[src/rtl/usb_xact_ctrl.sv]
// usb_xact_ctrl: USB device transaction controller.
// Sequences token -> data -> handshake per endpoint and keeps the
// per-endpoint DATA0/DATA1 toggle bits. All outputs are registered.
// Optional build macro USB_XACT_TIMEOUT_EN adds a turnaround timeout in
// RX_DATA / WAIT_ACK; without it those states wait indefinitely.
module usb_xact_ctrl #(
  parameter int         NUM_EP  = 4,
  parameter logic [7:0] TIMEOUT = 8'd200
) (
  input  logic       clk,
  input  logic       rst_n,
  input  logic       rx_pid_en,
  input  logic [3:0] rx_pid,
  input  logic [3:0] rx_endp,
  input  logic       crc5_err,
  input  logic       rx_data_done,
  input  logic       rx_data_err,
  input  logic       rx_data_tog,
  input  logic       ep_rx_ready,
  input  logic       ep_tx_ready,
  input  logic       ep_stall,
  output logic       rx_handshake_on,
  output logic       tx_data_start,
  output logic       tx_data_tog,
  input  logic       tx_data_done,
  output logic       tx_hs_en,
  output logic [3:0] tx_hs_pid,
  output logic [3:0] xact_endp,
  output logic       xact_done,
  output logic       xact_ok
);
  localparam logic [3:0] PID_OUT   = 4'b0001;
  localparam logic [3:0] PID_IN    = 4'b1001;
  localparam logic [3:0] PID_SETUP = 4'b1101;
  localparam logic [3:0] PID_ACK   = 4'b0010;
  localparam logic [3:0] PID_NAK   = 4'b1010;
  localparam logic [3:0] PID_STALL = 4'b1110;
  localparam logic [4:0] NUM_EP_W  = 5'(NUM_EP);

  typedef enum logic [2:0] {IDLE, RX_DATA, TX_DATA, WAIT_ACK, TX_HS} state_t;

  state_t      state_q, state_d;
  logic        setup_q, setup_d;
  logic        ok_pend_q, ok_pend_d;   // result reported when TX_HS finishes
  // Sized for the full 4-bit endpoint space so rx_endp indexes it directly;
  // bits at or above NUM_EP are never written because such tokens are rejected.
  logic [15:0] tog_q, tog_d;
  logic [3:0]  endp_d, hs_pid_d;
  logic        data_tog_d;
  logic        done_ok;                // xact_ok value on the way back to IDLE
  logic        tok_ok, leave, timeout;

  assign tok_ok = rx_pid_en && !crc5_err && ({1'b0, rx_endp} < NUM_EP_W);
  assign leave  = (state_q != IDLE) && (state_d == IDLE);

`ifdef USB_XACT_TIMEOUT_EN
  logic [7:0] cnt_q;
  assign timeout = (cnt_q == TIMEOUT);

  // Turnaround counter: restarts on every state change, counts while waiting
  always_ff @(posedge clk or negedge rst_n) begin
    if (!rst_n)                                      cnt_q <= '0;
    else if (state_d != state_q)                     cnt_q <= '0;
    else if (state_q == RX_DATA || state_q == WAIT_ACK) cnt_q <= cnt_q + 8'd1;
  end
`else
  assign timeout = 1'b0;
`endif

  // Next-state, toggle bookkeeping and next values of registered outputs
  always_comb begin
    state_d    = state_q;
    setup_d    = setup_q;
    ok_pend_d  = ok_pend_q;
    tog_d      = tog_q;
    endp_d     = xact_endp;
    hs_pid_d   = tx_hs_pid;
    data_tog_d = tx_data_tog;
    done_ok    = 1'b0;
    case (state_q)
      IDLE: if (tok_ok) begin
        case (rx_pid)
          PID_OUT, PID_SETUP: begin
            state_d = RX_DATA;
            setup_d = (rx_pid == PID_SETUP);
            endp_d  = rx_endp;
          end
          PID_IN: begin
            endp_d    = rx_endp;
            ok_pend_d = 1'b0;
            if (ep_stall) begin
              state_d  = TX_HS;
              hs_pid_d = PID_STALL;
            end else if (!ep_tx_ready) begin
              state_d  = TX_HS;
              hs_pid_d = PID_NAK;
            end else begin
              state_d    = TX_DATA;
              data_tog_d = tog_q[rx_endp];
            end
          end
          default: ;
        endcase
      end
      RX_DATA: begin
        if (rx_data_done) begin
          if (rx_data_err) begin
            state_d = IDLE;
          end else begin
            state_d   = TX_HS;
            hs_pid_d  = PID_ACK;
            ok_pend_d = 1'b0;
            if (setup_q) begin
              tog_d[xact_endp] = 1'b1;
              ok_pend_d        = 1'b1;
            end else if (ep_stall) begin
              hs_pid_d = PID_STALL;
            end else if (!ep_rx_ready) begin
              hs_pid_d = PID_NAK;
            end else if (rx_data_tog == tog_q[xact_endp]) begin
              tog_d[xact_endp] = ~tog_q[xact_endp];
              ok_pend_d        = 1'b1;
            end
            // mismatched toggle: duplicate packet, ACK without committing
          end
        end else if (timeout) begin
          state_d = IDLE;
        end
      end
      TX_DATA: if (tx_data_done) state_d = WAIT_ACK;
      WAIT_ACK: begin
        if (rx_pid_en && !crc5_err) begin
          state_d = IDLE;
          if (rx_pid == PID_ACK) begin
            tog_d[xact_endp] = ~tog_q[xact_endp];
            done_ok          = 1'b1;
          end
        end else if (timeout) begin
          state_d = IDLE;
        end
      end
      TX_HS: begin
        state_d = IDLE;
        done_ok = ok_pend_q;
      end
      default: state_d = IDLE;
    endcase
  end

  // State, toggles and all registered outputs
  always_ff @(posedge clk or negedge rst_n) begin
    if (!rst_n) begin
      state_q         <= IDLE;
      setup_q         <= 1'b0;
      ok_pend_q       <= 1'b0;
      tog_q           <= '0;
      xact_endp       <= '0;
      tx_hs_pid       <= '0;
      tx_data_tog     <= 1'b0;
      tx_hs_en        <= 1'b0;
      tx_data_start   <= 1'b0;
      rx_handshake_on <= 1'b0;
      xact_done       <= 1'b0;
      xact_ok         <= 1'b0;
    end else begin
      state_q         <= state_d;
      setup_q         <= setup_d;
      ok_pend_q       <= ok_pend_d;
      tog_q           <= tog_d;
      xact_endp       <= endp_d;
      tx_hs_pid       <= hs_pid_d;
      tx_data_tog     <= data_tog_d;
      tx_hs_en        <= (state_d == TX_HS);
      tx_data_start   <= (state_d == TX_DATA) && (state_q != TX_DATA);
      rx_handshake_on <= (state_d == RX_DATA) || (state_d == WAIT_ACK);
      xact_done       <= leave;
      xact_ok         <= leave && done_ok;
    end
  end
endmodule
[config.mk]
export PLATFORM = sky130hd
export DESIGN_NAME = usb_xact_ctrl
export DESIGN_NICKNAME = d
export VERILOG_FILES = /design/src/rtl/usb_xact_ctrl.sv
export SDC_FILE = /design/constraint.sdc
export NUM_CORES = 1
export LEC_CHECK = 0
export ABC_CLOCK_PERIOD_IN_PS = 5000
export CAP_MARGIN = 15
export CORE_ASPECT_RATIO = 0.5
export CORE_MARGIN = 2
export CORE_UTILIZATION = 50
export DETAILED_ROUTE_END_ITERATION = 16
export PLACE_DENSITY = 0.77
export SYNTH_ARGS = -nofsm -noshare
export SYNTH_HDL_FRONTEND = slang
export SYNTH_SLANG_ARGS = --single-unit
[constraint.sdc]
create_clock -name clk -period 5 [get_ports clk]
set_clock_uncertainty 0.2 [all_clocks]
set_input_delay 1.25 -clock clk [delete_from_list [all_inputs] [get_ports clk]]
set_output_delay 1.25 -clock clk [all_outputs]
set_load 0.02 [all_outputs]
==> out/metrics.cfg, run 1 <==
[critical_path]
cpMostUsedCell=nand4b_1
cp_slowest_cell=a211oi_2
slowest_delay_ns=0.55
critPathRequiredTime_ns=4.96
worstSetupPathType=input pin to register
worstSetupStartpointType=input pin
cp_max_fo=8
cp.arrival_ns=3.40
path_cells=clkdlybuf4s50_1 -> nor2b_1 -> nand4b_1 -> a211oi_2 -> nand4b_1 -> mux2_1
endpoint_kind=register

[floorplan]
start_util_pct=52.79
die-width_um=89.63
ios=33
dieHeight_um=46.82
rows=15
core_mm2=0.003472
die_area_mm2=0.004196

[grt]
grt_pass1_wl_um=5954
antenna_found_initial=0
grt_usage_pct=19.51
grt_max_degree=35
grt_overflow_total=0
grt_pass1_vias=1275

[clock_network]
cts.sinks=34
post_cts_resize_count=0
clk_path_buf_depth=2
cts_hold_buf=0
cts_root_buf=clkbuf_8
clkTransAtPathRegs_ns=0.06
cts_tree=done
h-tree-depth=2
cts_setup_buffers=0
clk_latency_ns=0.28
cts_buffers=5

[cells_and_area]
diodes=0
stdcell_count=240
area_growth_pct=22.32
fin_util_pct=64.58
fin_nets=208
drive_gt1_share_pct=8.466
fillers=278

[yosys]
ys_ff_latch=34
synthesis.area_per_instance_um2=11.60
syn_inst=158
ys_async_sr_fraction_pct=100.0
syn_area_mm2=0.001833
ys_warn_count=0
yosysSeqAreaShare_pct=46.42
ys.flop_type=dfrtp_1
synth_nets=177
synth-edff-count=0
synth_cell_types=37

[route]
drc=0
wire_per_inst_um=15.29
first_pass_iters=4
dr_total_vias=1367
wl_um=3670
drt_iter0_drc=54
vias_per_cell=5.696
route.antenna.remaining_nets=0

[timing]
finalSetupViolCount=0
worstMarginPinSlew_ns=0.6321
fin_crit_sh_pct=68.69
finalCriticalPeriod_ns=3.435
worst_slack_ns=1.565
rsz0062_at_grt=false
fmax_ghz=0.2912
finalMaxSlewViolations=0
finalHoldViolCount=0
max_slew_margin_pct=56.65
finalSetupTns_ns=0

[worst_hold_path]
hold_path.class=register to register

[placement]
hpwl_um=2594
placed_cells=233
pre_cts_ws_ns=1.261
gp_congestion=0.8489
portBuffers=31

[power_and_ir_drop]
ir_worst_vdd_mv=0.1306
p_per_area_mw_per_mm2=282.9
p_leak_nw=0.9920

[outcome]
outcome=completed

[flow_run]
max_cap_violations=0

layout by cell type, fill, tap and decap left out, drive strengths merged, types with 7 or more instances in the layout:
cell	count
nand3	9
clkdlybuf4s50	31
nor2b	8
clkbuf	7
mux2	19
dfrtp	34
nor2	7
o21ai	10
nand4	9
kinds of logic after synthesis:
group / Yosys count / share of synthesized area (%)
simple gates: 57 / 18.22
flops: 34 / 46.42
mux: 30 / 22.59
compound gates: 20 / 7.714
buf+inv: 14 / 3.891
xor+xnor: 2 / 0.9558
other cells: 1 / 0.2046
final timing paths:
path	start	end	slack (ns)	depth (start not counted)
min reg2reg	tx_hs_pid[1]	tx_hs_pid[1]	0.27	1
max in group asynchronous	rst_n	tog_q[13]	3.11	2
max reg2reg	xact_endp[0]	tog_q[9]	2.12	5
max	rx_pid_en	tog_q[2]	1.57	6
min in group asynchronous	rst_n	tog_q[12]	1.18	2
min	tx_hs_pid[1]	tx_hs_pid[1]	0.27	1
state kept, by name, indices dropped and copies added (netlist names), 3 cells and up:
signal and count:
tx_hs_pid 3, tog_q 16, state_q 3, xact_endp 4
where the power goes:
part | internal [W] | switching (W)
sequential | 0.000295 | 0.0000214
combinational | 0.0000727 | 0.0000595
clock | 0.0000957 | 0.0000899
synthesized netlist by cell type, types with 5 or more instances:
library cell	count	area, µm²
clkbuf_1	5	18.77
mux2i_1	5	50.05
nor2b_1	8	50.05
mux2_1	16	180.2
inv_1	6	22.52
o21ai_0	8	40.04
nor2_1	7	26.28
nand4_1	9	56.30
nand3_1	9	45.04
dfrtp_1	34	850.8
per-layer routing:
metal  global-route usage, %  routed length, µm  up-vias
met3                   4.921                177        5
met4                   7.761                 49        0
met1                   27.20               1821      684
met5                       0                  0        -
met2                   30.00               1622       31
li1                        -                  -      647
critical path: cells and delay by family:
kind                   cells  cell delay, ns
AO/OA/AOI/OAI              1            0.55
buffers and inverters      1            0.46
multiplexers               1            0.35
AND/OR/NAND/NOR            3            0.79
layout make-up:
class                           count  area (µm²)  area share [%]
Sequential cell                    34       850.8           37.95
Inverter                            6       22.52           1.004
Multi-Input combinational cell    110       910.9           40.63
Tap cell                           51       63.81           2.846
Clock buffer                        7       76.32           3.404
Timing Repair Buffer               32       317.8           14.17
through the flow:
stage	total power [W]	area (µm²)	hold WS [ns]
floorplan	0.0003961	1833	0.2555
global placement	0.0004517	2166	0.2509
detailed placement	0.0004544	2166	0.2581
CTS	0.0006417	2242	0.2723
global route	0.0006664	2242	0.3034
finish	0.0006343	2242	0.2665
Note: power is estimated with default switching activity, not from simulation.
==> inputs of run 2 (changes only) <==
- ABC_CLOCK_PERIOD_IN_PS: 5000 -> 2800
- CORE_UTILIZATION: 50 -> 47
- PLACE_DENSITY: 0.77 -> 0.76
- clock period: 5 -> 2.8 ns (I/O delays scaled with it)
==> run 2 against run 1 <==
Die area is 6.0% higher. Setup slack worse by 1.4 ns. Clock power is 99% higher. Worst hold slack better by 0.0036 ns. Core utilization is 0.69 points higher. Via count is 0.88% higher. Sequential share of layout area is 1.6 points lower. Power is 86% higher. Design area is 4.4% higher. Sequential power is 76% higher. Global-route usage is 0.92 points lower. Final cell count is 5.0% higher. Highest routed layer unchanged.
==> out/metrics.cfg, run 2 (synthesized netlist as in run 1, its figures left out) <==
[outcome]
outcome=completed

[clock_network]
clk_path_buf_depth=2  ; unchanged
cts_root_buf=clkbuf_8
cts.sinks=34  ; unchanged
cts_setup_buffers=0  ; unchanged
post_cts_resize_count=0  ; unchanged
clk_latency_ns=0.28  ; about the same
h-tree-depth=2  ; unchanged
clkTransAtPathRegs_ns=0.07  ; about the same
cts_tree=done
cts_buffers=5  ; unchanged
cts_hold_buf=0  ; unchanged

[grt]
grt_pass1_wl_um=6175  ; +3.7%
grt_max_degree=35  ; unchanged
grt_pass1_vias=1304  ; +2.3%
grt_overflow_total=0  ; unchanged
grt_usage_pct=18.59  ; -0.92 points
antenna_found_initial=0  ; unchanged

[critical_path]
worstSetupStartpointType=register
cp.arrival_ns=2.55  ; -0.85 ns
cp_max_fo=11  ; +3
critPathRequiredTime_ns=2.76  ; -2.20 ns
worstSetupPathType=register to register
endpoint_kind=register

[route]
wl_um=3752  ; +2.2%
route.antenna.remaining_nets=0  ; unchanged
drc=0  ; unchanged
vias_per_cell=5.472  ; -3.9%
drt_iter0_drc=79  ; +46%
first_pass_iters=4  ; unchanged
wire_per_inst_um=14.89  ; -2.6%
dr_total_vias=1379  ; +0.88%

[timing]
rsz0062_at_grt=false
finalHoldViolCount=0  ; unchanged
fin_crit_sh_pct=92.49
worstMarginPinSlew_ns=0.5687  ; -0.06341 ns
finalSetupViolCount=0  ; unchanged
finalCriticalPeriod_ns=2.590
finalSetupTns_ns=0  ; unchanged
fmax_ghz=0.3862
finalMaxSlewViolations=0  ; unchanged
max_slew_margin_pct=61.69  ; +5.0 points

[placement]
portBuffers=31  ; unchanged
gp_congestion=0.8501  ; +0.14%
place_area_mm2=0.002248  ; +3.8%
hpwl_um=2682  ; +3.4%

[floorplan]
rows=15  ; unchanged
start_util_pct=51.13  ; -1.7 points
die_area_mm2=0.004446  ; +6.0%
ios=33  ; unchanged
core_mm2=0.003585  ; +3.2%
dieHeight_um=48.16  ; +2.9%
die-width_um=92.32  ; +3.0%

[cells_and_area]
largest_registers=tog_q: 16 flops, xact_endp: 4 flops
multi_input_area_um2=910.9  ; unchanged
diodes=0  ; unchanged
drive_gt1_share_pct=14.43  ; +6.0 points
fin_nets=219  ; +5.3%
final_common_cell=dfrtp_1
ff_latch_area_um2=850.8  ; unchanged
largest_reg_flops=16  ; unchanged
area_growth_pct=27.64
final_cell_mix=dfrtp_1, clkdlybuf4s50_1, mux2_1
regMostFlops=tog_q
design_area_mm2=0.002340  ; +4.4%
fin_util_pct=65.27  ; +0.69 points
fillers=275  ; -1.1%

[worst_hold_path]
hold_path.class=register to register

[flow_run]
max_cap_violations=0  ; unchanged

[power_and_ir_drop]
p_per_area_mw_per_mm2=505.6  ; +79%
ir_worst_vdd_mv=0.2236  ; +71%
p_leak_nw=1.056  ; +6.5%

-- run 2: cell types whose count changed in the layout (fill, tap and decap cells not counted) --
cell,before,now
clkbuf_8,5,6
clkinv_2,0,1
clkbuf_1,2,1
buf_4,1,12
-- run 2: worst paths after layout --
path | startpoint | end | slack (ns) | cells past startpoint
worst max-delay path | xact_endp[0] | tog_q[12] | 0.21 | 6
worst min-delay path | tx_hs_pid[1] | tx_hs_pid[1] | 0.27 | 1
worst max register to register | xact_endp[0] | tog_q[12] | 0.21 | 6
worst min register to register | tx_hs_pid[1] | tx_hs_pid[1] | 0.27 | 1
max in group asynchronous | rst_n | tog_q[12] | 1.48 | 2
min in group asynchronous | rst_n | xact_ok | 0.62 | 2
-- run 2: cell type report --
class | count | area share [%]
multi-input combinational | 110 | 38.93
sequential | 34 | 36.36
timing repair buffer | 43 | 17.11
clock buffer | 7 | 3.690
tap | 51 | 2.727
inverter | 6 | 0.9626
clock inverter | 1 | 0.2139
-- run 2: stage by stage --
stage	instances	hold slack (ns)	total power (W)	worst slack (ns)
final	252	0.2701	0.001183	0.2104
after global routing	252	0.3049	0.001238	0.1081
after CTS	252	0.2775	0.001196	0.2044
after detailed placement	244	0.2603	0.0008227	0.004195
after global placement	244	0.2527	0.0008157	0.03570
after floorplan	158	0.2044	0.0007073	0.2311
-- run 2: critical path, stage by stage (launching register included) --
cell and delay (ns):
dfrtp_1 0.58, mux4_1 0.64, mux2i_1 0.20, mux2i_1 0.20
buf_4 0.17, nand4_1 0.13, mux2_1 0.35
-- run 2: power breakdown --
part	switching, W	internal, W	total, W
Sequential	0.0000309	0.000527	0.000558
Combinational	0.000116	0.000138	0.000254
Clock	0.000173	0.000198	0.000371
-- run 2: per-layer routing --
layer  vias up  GRT usage (%)  wire (µm)  share of wire (%)
met1       669          25.10       1799                 48
li1        671              -          -                  -
met3         5          4.637        188                5.0
met4         0          7.761         40                1.1
met5         -              0          0                  0
met2        34          30.07       1724                 46
